===== config.mk =====
export PLATFORM = sky130hd
export DESIGN_NAME = program_loader_flat
export DESIGN_NICKNAME = d
export VERILOG_FILES = /design/src/rtl/loader_pkg.sv /design/src/rtl/program_loader_if.sv /design/src/rtl/program_loader_byte_assembler.sv /design/src/rtl/program_loader.sv /design/src/flat_wrapper.sv
export SDC_FILE = /design/constraint.sdc
export NUM_CORES = 1
export LEC_CHECK = 0
export CORE_AREA = 10 10 112 114
export DETAILED_ROUTE_END_ITERATION = 10
export DIE_AREA = 0 0 122 124
export GPL_ROUTABILITY_DRIVEN = 0
export PLACE_DENSITY_LB_ADDON = 0.3
export SLEW_MARGIN = 20
export SYNTH_ARGS = -nofsm -noshare
export SYNTH_HDL_FRONTEND = slang
export SYNTH_SLANG_ARGS = --single-unit

===== constraint.sdc =====
create_clock -name clk -period 3.8 [get_ports clk]
set_clock_uncertainty 0.1 [all_clocks]
set_input_delay 1.14 -clock clk [delete_from_list [all_inputs] [get_ports clk]]
set_output_delay 1.14 -clock clk [all_outputs]
set_load 0.02 [all_outputs]

===== src/rtl/loader_pkg.sv =====
// Shared types and constants for the program loader: FSM states and frame geometry.
package loader_pkg;

  localparam int LEN_W          = 16;
  localparam int BYTES_PER_WORD = 4;

  typedef enum logic [2:0] {
    IDLE,
    LEN_HI,
    LEN_LO,
    DATA,
    WRITE,
    CSUM,
    DONE,
    ERR
  } state_t;

endpackage


===== src/rtl/program_loader_if.sv =====
// Byte-stream, instruction-memory and core-control signals of the program loader.
// The master side is the host feeding bytes; the slave side is the loader itself.
interface program_loader_if #(
  parameter int ADDR_W = 8
);

  logic              start;
  logic              rx_valid;
  logic [7:0]        rx_data;
  logic              rx_ready;
  logic              imu_wen;
  logic [ADDR_W-1:0] imu_addr;
  logic [31:0]       imu_data;
  logic              cpu_clr;
  logic              done;
  logic              error;
  logic [ADDR_W:0]   words_loaded;

  modport master (
    output start, rx_valid, rx_data,
    input  rx_ready, imu_wen, imu_addr, imu_data, cpu_clr, done, error, words_loaded
  );

  modport slave (
    input  start, rx_valid, rx_data,
    output rx_ready, imu_wen, imu_addr, imu_data, cpu_clr, done, error, words_loaded
  );

endinterface


===== src/rtl/program_loader_byte_assembler.sv =====
// Packs big-endian bytes into 32-bit words. o_word is the word completed by the
// byte currently being shifted, and o_word_full flags that this shift finishes a word.
module byte_assembler
  import loader_pkg::*;
(
  input  logic        clk,
  input  logic        clr,
  input  logic        i_clear,
  input  logic        i_shift,
  input  logic [7:0]  i_byte,
  output logic [31:0] o_word,
  output logic        o_word_full
);

  logic [1:0]  r_cnt;
  logic [23:0] r_word;

  always_ff @(posedge clk or posedge clr) begin
    if (clr) begin
      r_cnt  <= 2'd0;
      r_word <= 24'd0;
    end else if (i_clear) begin
      r_cnt  <= 2'd0;
      r_word <= 24'd0;
    end else if (i_shift) begin
      r_cnt  <= r_cnt + 2'd1;
      r_word <= {r_word[15:0], i_byte};
    end
  end

  assign o_word      = {r_word, i_byte};
  assign o_word_full = i_shift && (r_cnt == 2'(BYTES_PER_WORD - 1));

endmodule


===== src/rtl/program_loader.sv =====
// Boot loader: receives a length-prefixed, XOR-checksummed image byte by byte,
// writes it to instruction memory and releases the core only after verification.
module program_loader
  import loader_pkg::*;
#(
  parameter int ADDR_W    = 8,
  parameter int DEPTH     = 256,
  parameter int BASE_ADDR = 0
) (
  input  logic           clk,
  input  logic           clr,
  program_loader_if.slave bus
);

  localparam logic [LEN_W:0]    LP_DEPTH = (LEN_W + 1)'(DEPTH);
  localparam logic [ADDR_W-1:0] LP_BASE  = ADDR_W'(BASE_ADDR);

  state_t            r_state;
  logic [LEN_W-1:0]  r_len;
  logic [7:0]        r_csum;
  logic              r_rx_ready;
  logic              r_imu_wen;
  logic [ADDR_W-1:0] r_imu_addr;
  logic [31:0]       r_imu_data;
  logic              r_cpu_clr;
  logic              r_done;
  logic              r_error;
  logic [ADDR_W:0]   r_words_loaded;

  logic              w_fire;
  logic              w_arm;
  logic              w_asm_shift;
  logic [31:0]       w_word;
  logic              w_word_full;
  logic [LEN_W-1:0]  w_len;
  logic [ADDR_W:0]   w_loaded_next;

  assign w_fire        = bus.rx_valid && r_rx_ready;
  assign w_arm         = bus.start && ((r_state == IDLE) || (r_state == DONE) || (r_state == ERR));
  assign w_asm_shift   = w_fire && (r_state == DATA);
  assign w_len         = {r_len[LEN_W-1:8], bus.rx_data};
  assign w_loaded_next = r_words_loaded + 1'b1;

  byte_assembler u_asm (
    .clk         (clk),
    .clr         (clr),
    .i_clear     (w_arm),
    .i_shift     (w_asm_shift),
    .i_byte      (bus.rx_data),
    .o_word      (w_word),
    .o_word_full (w_word_full)
  );

  // rx_ready and the other outputs are loaded together with the next state so they decode it without lag.
  always_ff @(posedge clk or posedge clr) begin
    if (clr) begin
      r_state        <= IDLE;
      r_len          <= '0;
      r_csum         <= 8'd0;
      r_rx_ready     <= 1'b0;
      r_imu_wen      <= 1'b0;
      r_imu_addr     <= '0;
      r_imu_data     <= 32'd0;
      r_cpu_clr      <= 1'b1;
      r_done         <= 1'b0;
      r_error        <= 1'b0;
      r_words_loaded <= '0;
    end else begin
      r_imu_wen <= 1'b0;
      case (r_state)
        IDLE, DONE, ERR: begin
          if (bus.start) begin
            r_state        <= LEN_HI;
            r_rx_ready     <= 1'b1;
            r_cpu_clr      <= 1'b1;
            r_done         <= 1'b0;
            r_error        <= 1'b0;
            r_words_loaded <= '0;
            r_csum         <= 8'd0;
          end
        end
        LEN_HI: begin
          if (w_fire) begin
            r_len[LEN_W-1:8] <= bus.rx_data;
            r_state          <= LEN_LO;
          end
        end
        LEN_LO: begin
          if (w_fire) begin
            r_len <= w_len;
            if (w_len == '0) begin
              r_state <= CSUM;
            end else if ({1'b0, w_len} > LP_DEPTH) begin
              r_state    <= ERR;
              r_rx_ready <= 1'b0;
              r_error    <= 1'b1;
            end else begin
              r_state <= DATA;
            end
          end
        end
        DATA: begin
          if (w_fire) begin
            r_csum <= r_csum ^ bus.rx_data;
            if (w_word_full) begin
              r_state    <= WRITE;
              r_rx_ready <= 1'b0;
              r_imu_wen  <= 1'b1;
              r_imu_addr <= LP_BASE + r_words_loaded[ADDR_W-1:0];
              r_imu_data <= w_word;
            end
          end
        end
        WRITE: begin
          r_words_loaded <= w_loaded_next;
          r_rx_ready     <= 1'b1;
          if (LEN_W'(w_loaded_next) == r_len) begin
            r_state <= CSUM;
          end else begin
            r_state <= DATA;
          end
        end
        CSUM: begin
          if (w_fire) begin
            r_rx_ready <= 1'b0;
            if (bus.rx_data == r_csum) begin
              r_state   <= DONE;
              r_done    <= 1'b1;
              r_cpu_clr <= 1'b0;
            end else begin
              r_state <= ERR;
              r_error <= 1'b1;
            end
          end
        end
        default: begin
          r_state    <= IDLE;
          r_rx_ready <= 1'b0;
        end
      endcase
    end
  end

  assign bus.rx_ready     = r_rx_ready;
  assign bus.imu_wen      = r_imu_wen;
  assign bus.imu_addr     = r_imu_addr;
  assign bus.imu_data     = r_imu_data;
  assign bus.cpu_clr      = r_cpu_clr;
  assign bus.done         = r_done;
  assign bus.error        = r_error;
  assign bus.words_loaded = r_words_loaded;

endmodule


===== src/flat_wrapper.sv =====
// flat-port wrapper written by rule: the top's interface ports become plain ports
module program_loader_flat import loader_pkg::*;
#(
  parameter int ADDR_W    = 8,
  parameter int DEPTH     = 256,
  parameter int BASE_ADDR = 0
)
  (clk, clr, bus_start, bus_rx_valid, bus_rx_data, bus_rx_ready, bus_imu_wen, bus_imu_addr, bus_imu_data, bus_cpu_clr, bus_done, bus_error, bus_words_loaded);
  program_loader_if #(.ADDR_W(ADDR_W)) bus_i ();
  input  logic clk;
  input  logic clr;
  input wire logic [$bits(bus_i.start)-1:0] bus_start;
  input wire logic [$bits(bus_i.rx_valid)-1:0] bus_rx_valid;
  input wire logic [$bits(bus_i.rx_data)-1:0] bus_rx_data;
  output wire logic [$bits(bus_i.rx_ready)-1:0] bus_rx_ready;
  output wire logic [$bits(bus_i.imu_wen)-1:0] bus_imu_wen;
  output wire logic [$bits(bus_i.imu_addr)-1:0] bus_imu_addr;
  output wire logic [$bits(bus_i.imu_data)-1:0] bus_imu_data;
  output wire logic [$bits(bus_i.cpu_clr)-1:0] bus_cpu_clr;
  output wire logic [$bits(bus_i.done)-1:0] bus_done;
  output wire logic [$bits(bus_i.error)-1:0] bus_error;
  output wire logic [$bits(bus_i.words_loaded)-1:0] bus_words_loaded;
  assign bus_i.start = bus_start;
  assign bus_i.rx_valid = bus_rx_valid;
  assign bus_i.rx_data = bus_rx_data;
  assign bus_rx_ready = bus_i.rx_ready;
  assign bus_imu_wen = bus_i.imu_wen;
  assign bus_imu_addr = bus_i.imu_addr;
  assign bus_imu_data = bus_i.imu_data;
  assign bus_cpu_clr = bus_i.cpu_clr;
  assign bus_done = bus_i.done;
  assign bus_error = bus_i.error;
  assign bus_words_loaded = bus_i.words_loaded;
  program_loader #(.ADDR_W(ADDR_W), .DEPTH(DEPTH), .BASE_ADDR(BASE_ADDR)) u_core (.clk(clk), .clr(clr), .bus(bus_i));
endmodule

==> run summary, run 1 <==
Placed cell count - 660
First-pass DRT Iterations - 5
Setup TNS - 0 ps
Crit path to - u_core.r_state[2]
Static leakage - 0.00266 uW
Combinational share of power - 33.1%
Post-synthesis sequential area ratio - 53.3%
Cell area after synthesis - 0.00502 sq mm
Final hold viol count - 0
Post-Route WL - 11,500 um
Internal power - 2160 uW
VDD IR max - 0.292 mV
Status - finished, final reports clean
Minimum clock period - 2980 ps
CP startpoint kind - primary input
Synth Area in XOR/XNOR - 3.66%
Drt wl/cell - 17.1 um
Achievable frequency - 336 MHz
Die Ht - 124 um
Vias per cell - 5.62
Slowest-stage cell, CP - clkdlybuf4s50_1
Crit path launch - bus_rx_data[1]
Reg2Reg Launch Point - u_core.r_state[1]
Largest family of logic cells by synthesized area - simple AND/OR/NAND/NOR gates
Clock network power share - 19.3%
Worst-Skew Late Latency - 370 ps
Worst reg-to-reg setup slack - 1010 ps
Core Rows - 37
Post-synth top flop - dfrtp_1
CTS root buf - clkbuf_8
Hold Buf Count CTS - 0
Hold depth - 2
Hold_ws - 370 ps
R2r worst-path depth - 6
Post-layout util - 58.8%
Fin nets - 550
Max incr delay on CP - 560 ps
Yosys reg bits - 107
Congestion Overflow GR - 0
Die area - 0.0151 sq mm
Slew margin rel. - 52.7%
Sequential Power Share - 47.7%
Complex-gate fraction of the synthesized area - 11.9%
R2r endpoint - u_core.bus.imu_data[1]
Arrival time at the worst endpoint - 3140 ps
Maxcap violations - 0
CTS tree - done
DRC Markers - 0
Vias in the first global route - 3,726
Synth Warn # - 0
H-Tree Level Count - 3
Crit-path cells - clkdlybuf4s50_1 > nor4_1 > a21boi_1 > or3b_1 > a32o_1 > a22oi_1 > nand2_1
Synth Area in Adders - 0.747%
Finished Layout Cells - 676
Hold/Removal Path Class - flip-flop to flip-flop
Crit path max fanout - 8
Fin crit share - 78.4%
Worst EP required - 3950 ps
Net switching power figure - 1310 uW
Initial antenna violation count - 0
Largest net degree at the start of global routing - 43
Layout area overhead - 19.8%
Final setup vio count - 0
Synthesized area per cell - 10.5 sq um
Final HPWL DP - 8310 um
WS Path Type - primary input to flip-flop
RSZ-0062 raised after global routing - no
EDFF count, synth - 0
Die Wd - 122 um
First-pass GRT wire length - 19,300 um
Async SR Flop Fraction - 100%
Clock Path Buffers - 2
Clock edge transition at the registers on the reported setup and hold paths - 100 ps
Routed Antenna Nets - 0
PostCTS Resize Cnt - 0
Core Area - 0.0102 sq mm
Slew Limit Fails - 0
Overall Global Routing Usage - 15.7%
Initial core utilization - 49.1%
# diodes - 0
Vias - 3,802
Net Count, Synth - 493
Synthesized instance count - 478
Initial DRC count - 387
Power, Total - 3470 uW
Mux cell area share after synthesis - 12.6%
Setup Buffers After CTS - 0
CP Capture Type - flip-flop
Netlist cell types - 51
Worst slew pin tran - 705 ps
Layout cell share with drive strength beyond 1 - 17.6%
Clock Sinks - 107
PortBufs - 65
CTS buffer count - 9
# IOs - 66
Synth Area in Simple Gates - 13.8%
Layout fillers - 858
PwrDens - 576 mW/mm^2
Switching part of the total - 37.8%
-- synth_stat cells (all sizes together), types with 2 or more instances --
master  count  area share (%)
nand2b     10             1.2
o31ai       7             1.0
mux2       56              13
inv        13            0.97
or3         2            0.25
clkbuf     19             1.4
xnor2      12             2.1
o211ai      4            0.60
o22ai       4            0.50
nand3      10             1.2
nor4        4            0.50
a22oi       2            0.30
a21oi      35             3.5
or2         2            0.25
buf        13             1.6
o21ai      36             3.6
nor2       21             1.6
a31oi       3            0.37
a41o        2            0.40
or4         2            0.37
nand4       6            0.75
dfrtp     106              53
xor2        9             1.6
nor3        5            0.50
ha          3            0.75
nand2      68             5.1
and3        2            0.35
nor2b       8             1.0
-- cell type report --
type                       instances  area [sq um]  share of cell area (%)
clock buffer                      10           128                    2.12
multi-input combinational        326          2150                    35.7
clock inverter                     6          56.3                   0.936
inverter                          13          52.6                   0.873
sequential                       107          2680                    44.5
tap                              136           170                    2.83
timing repair buffer              78           786                    13.1
-- layer usage --
| layer | vias to the layer above | track usage, % | share of wire (%) |
|---|---|---|---|
| met5 | - | 0 | 0 |
| met4 | 0 | 5.14 | 1.4 |
| met3 | 16 | 3.89 | 7.4 |
| met2 | 135 | 24.8 | 48 |
| met1 | 1864 | 20.7 | 43 |
| li1 | 1787 | - | - |
-- cell families (layout without fill, tap and decap cells) --
kind of cell             Yosys count  after routing
AND/OR/NAND/NOR                  144            144
flip-flops                       107            107
AO/OA/AOI/OAI                    102            102
multiplexers                      56             56
buffers and inverters             45            107
XOR/XNOR                          21             21
adder cells (fa/ha/maj)            3              3
-- sequential cells by signal (all words and copies together) (netlist names) --
| name | cells |
|---|---|
| u_core.bus.error | 1 |
| u_core.r_len | 16 |
| u_core.r_csum | 8 |
| u_core.bus.imu_data | 32 |
| u_core.bus.rx_ready | 1 |
| u_core.bus.done | 1 |
| u_core.bus.words_loaded | 9 |
| u_core.u_asm.r_word | 24 |
| u_core.bus.imu_addr | 8 |
| u_core.u_asm.r_cnt | 2 |
| u_core.bus.imu_wen | 1 |
| u_core.r_state | 3 |
| u_core.bus.cpu_clr | 1 |
-- layout by cell type, fill, tap and decap left out, types with 7 or more instances in the layout --
cell type	n
dfrtp_1	106
xor2_1	9
nand2b_1	10
o31ai_1	7
a21oi_1	35
nor2b_1	8
o21ai_0	34
clkbuf_8	9
nand3_1	9
clkdlybuf4s50_1	65
nor2_1	19
inv_1	12
mux2_2	56
buf_4	10
nand2_1	66
xnor2_1	12
-- through the flow --
stage                     setup WS [ps]  cell area, sq um
after floorplan                    1030              5030
after global placement              500              5830
after detailed placement            450              5830
after CTS                           847              6020
after global routing                618              6020
final                               819              6020
-- power by group through the flow --
| stage | Sequential [uW] | Combinational, uW | Clock, uW |
|---|---|---|---|
| finish | 1650 | 1150 | 667 |
| global route | 1690 | 1290 | 733 |
| CTS | 1650 | 1150 | 681 |
| detailed placement | 1670 | 1140 | 0 |
| global placement | 1660 | 1100 | 0 |
| floorplan | 1600 | 867 | 0 |
-- worst max-delay path, delay by kind of cell --
family | cells | cell delay [ps]
simple gates | 3 | 850
buf+inv | 1 | 560
compound gates | 3 | 570
-- worst min path at each step --
stage,end,from,slack (ps)
after floorplan,u_core.r_len[13],u_core.r_len[13],380
after global placement,u_core.bus.cpu_clr,u_core.bus.cpu_clr,350
after detailed placement,u_core.bus.cpu_clr,u_core.bus.cpu_clr,360
after CTS,u_core.bus.cpu_clr,u_core.bus.cpu_clr,370
after global routing,u_core.bus.cpu_clr,u_core.bus.cpu_clr,390
final,u_core.bus.cpu_clr,u_core.bus.cpu_clr,370
(Power assumes the default switching activity.)
==> run 2, diff against run 1 <==
--- a/config.mk
+++ b/config.mk
@@ -5,9 +5,9 @@
 export SDC_FILE = /design/constraint.sdc
 export NUM_CORES = 1
 export LEC_CHECK = 0
-export CORE_AREA = 10 10 112 114
+export CORE_AREA = 10 10 107 109
 export DETAILED_ROUTE_END_ITERATION = 10
-export DIE_AREA = 0 0 122 124
+export DIE_AREA = 0 0 117 119
 export GPL_ROUTABILITY_DRIVEN = 0
 export PLACE_DENSITY_LB_ADDON = 0.3
 export SLEW_MARGIN = 20
==> constraint.sdc (replaced) <==
create_clock -name clk -period 3.1 [get_ports clk]
set_clock_uncertainty 0.1 [all_clocks]
set_input_delay 0.93 -clock clk [delete_from_list [all_inputs] [get_ports clk]]
set_output_delay 0.93 -clock clk [all_outputs]
set_load 0.02 [all_outputs]
==> run 2 against run 1 <==
Compared with the run above: largest power group unchanged; clock-buffer cell count fell by 1; clock power rose by 42%; global-route usage rose by 0.90 points; total power rose by 27%; setup slack got worse by 450 ps; sequential share of layout area fell by 0.18 points; utilization rose by 5.1 points; critical path type is now flip-flop to primary output; critical path depth fell by 6; final cell count fell by 2.5%; hold slack got worse by 4.1 ps.
==> run summary, run 2 (synthesis results as in run 1) <==
CTS tree - done (unchanged)
Congestion Overflow GR - 0 (unchanged)
Largest net degree at the start of global routing - 108 (was 43)
WS Path Type - flip-flop to primary output (was primary input to flip-flop)
CTS root buf - clkbuf_8 (unchanged)
Slew Limit Fails - 0 (unchanged)
VDD IR max - 0.317 mV (was 0.292 mV)
Overall Global Routing Usage - 16.6% (was 15.7%)
Fin nets - 555 (was 550)
Crit-path cells - clkdlybuf4s50_1 (was clkdlybuf4s50_1 > nor4_1 > a21boi_1 > or3b_1 > a32o_1 > a22oi_1 > nand2_1)
Final setup vio count - 0 (unchanged)
RSZ-0062 raised after global routing - no (unchanged)
Post-Route WL - 11,200 um (was 11,500 um)
Setup TNS - 0 ps (unchanged)
Layout area overhead - 20.3% (was 19.8%)
Layout fillers - 774 (was 858)
Number of flip-flops in the largest register - 32 (unchanged)
Drt wl/cell - 17.1 um (about the same)
Final HPWL DP - 7750 um (was 8310 um)
PwrDens - 728 mW/mm^2 (was 576 mW/mm^2)
CTS buffer count - 9 (unchanged)
DRC Markers - 0 (unchanged)
Buf+Inv Stages, Crit Path - 1 (unchanged)
CP startpoint kind - flip-flop (was primary input)
Crit path max fanout - 12 (was 8)
Final hold viol count - 0 (unchanged)
Met3 usage - 4.02% (was 3.89%)
M2 GR Usage - 25.1% (was 24.8%)
Static leakage - 0.00270 uW (was 0.00266 uW)
Initial antenna violation count - 0 (unchanged)
Initial core utilization - 53.1% (was 49.1%)
Clock Sinks - 107 (unchanged)
Hold Buf Count CTS - 0 (unchanged)
Worst-Skew Late Latency - 380 ps (was 370 ps)
Clock edge transition at the registers on the reported setup and hold paths - 100 ps (about the same)
Arrival time at the worst endpoint - 1700 ps (was 3140 ps)
Initial DRC count - 267 (was 387)
Fin crit share - 87.9%
CP Capture Type - primary output (was flip-flop)
Most common cell after layout, fill and taps aside - dfrtp_1 (unchanged)
H-Tree Level Count - 3 (unchanged)
Hold_ws - 366 ps (was 370 ps)
Commonest cells after routing, fill and taps aside - dfrtp_1, nand2_1, clkdlybuf4s50_1 (unchanged)
Vias - 3,746 (was 3,802)
Core Rows - 36 (was 37)
Clock Path Buffers - 2 (unchanged)
Die area - 0.0139 sq mm (was 0.0151 sq mm)
Setup Buffers After CTS - 0 (unchanged)
Slowest-stage cell, CP - clkdlybuf4s50_1 (unchanged)
Status - finished, final reports clean (unchanged)
Vias in the first global route - 3,674 (was 3,726)
Achievable frequency - 367 MHz
Layout cell share with drive strength beyond 1 - 18.5% (was 17.6%)
Slew margin rel. - 55.2% (was 52.7%)
PortBufs - 65 (unchanged)
Core Area - 0.00946 sq mm (was 0.0102 sq mm)
PostCTS Resize Cnt - 0 (unchanged)
Die Wd - 117 um (was 122 um)
GRT busiest layer - met2 (unchanged)
Vias per cell - 5.68 (was 5.62)
Hold/Removal Path Class - flip-flop to flip-flop (unchanged)
Minimum clock period - 2730 ps
Maxcap violations - 0 (unchanged)
Post-layout util - 63.9% (was 58.8%)
First-pass GRT wire length - 18,700 um (was 19,300 um)
Routed Antenna Nets - 0 (unchanged)
# diodes - 0 (unchanged)
Die Ht - 119 um (was 124 um)
Met1 Usage GRT - 22.6% (was 20.7%)
Worst slew pin tran - 667 ps (was 705 ps)
Max incr delay on CP - 710 ps (was 560 ps)
CP delay by family, top - buffers and inverters (was simple AND/OR/NAND/NOR gates)
# IOs - 66 (unchanged)
Worst EP required - 2070 ps (was 3950 ps)
First-pass DRT Iterations - 4 (was 5)
-- run 2: cell count changes in the layout (fill, tap and decap cells not counted), sizes merged --
cell / change
clkinv: +1
inv: -1
clkbuf: -1
clkinvlp: -1
buf: +5
bufinv: +2
-- run 2: cell type report --
class / instances / area (sq um) / share of cell area [%]
Clock buffer: 9 / 124 / 2.05
Clock inverter: 7 / 98.8 / 1.64
Inverter: 13 / 52.6 / 0.870
Multi-Input combinational cell: 326 / 2150 / 35.5
Sequential cell: 107 / 2680 / 44.3
Tap cell: 114 / 143 / 2.36
Timing Repair Buffer: 83 / 798 / 13.2
-- run 2: through the flow --
step	area (sq um)	cells	worst slack [ps]	total power, uW
2_1_floorplan	5030	478	540	3020
3_3_place_gp	5820	643	77.9	3400
3_5_place_dp	5820	643	63.7	3460
4_1_cts	6040	659	361	4410
5_1_grt	6040	659	309	4680
6_report	6040	659	374	4390
-- run 2: final timing paths --
path                                             from                endpoint  slack, ps  depth (start not counted)
hold / removal                     u_core.bus.cpu_clr      u_core.bus.cpu_clr        370                          2
setup reg to reg           u_core.bus.words_loaded[1]       u_core.r_state[2]        510                          7
max in group asynchronous                         clr         u_core.r_len[2]       1520                          3
hold reg to reg                    u_core.bus.cpu_clr      u_core.bus.cpu_clr        370                          2
min in group asynchronous                         clr  u_core.bus.imu_addr[1]        930                          3
setup / recovery           u_core.bus.words_loaded[2]     bus_words_loaded[2]        370                          1
-- run 2: where the power goes --
group          total, uW  leakage (uW)  switching [uW]  internal [uW]
logic               1450       0.00115             806            645
clock network        945      0.000115             483            462
registers           2000       0.00144             289           1710
total               4390       0.00270            1580           2820
-- run 2: worst reg2reg max path, stage by stage (launching register included) --
cell	delay [ps]
dfrtp_1	510
ha_1	430
nand3_1	190
xor2_1	260
nor2_1	90
or4_4	480
or4_1	400
nand2_1	80
-- run 2: layer usage --
metal	part of all wire, %	up-vias
li1	-	1783
met1	46	1881
met2	48	71
met3	4.6	11
met4	1.2	0
met5	0	-
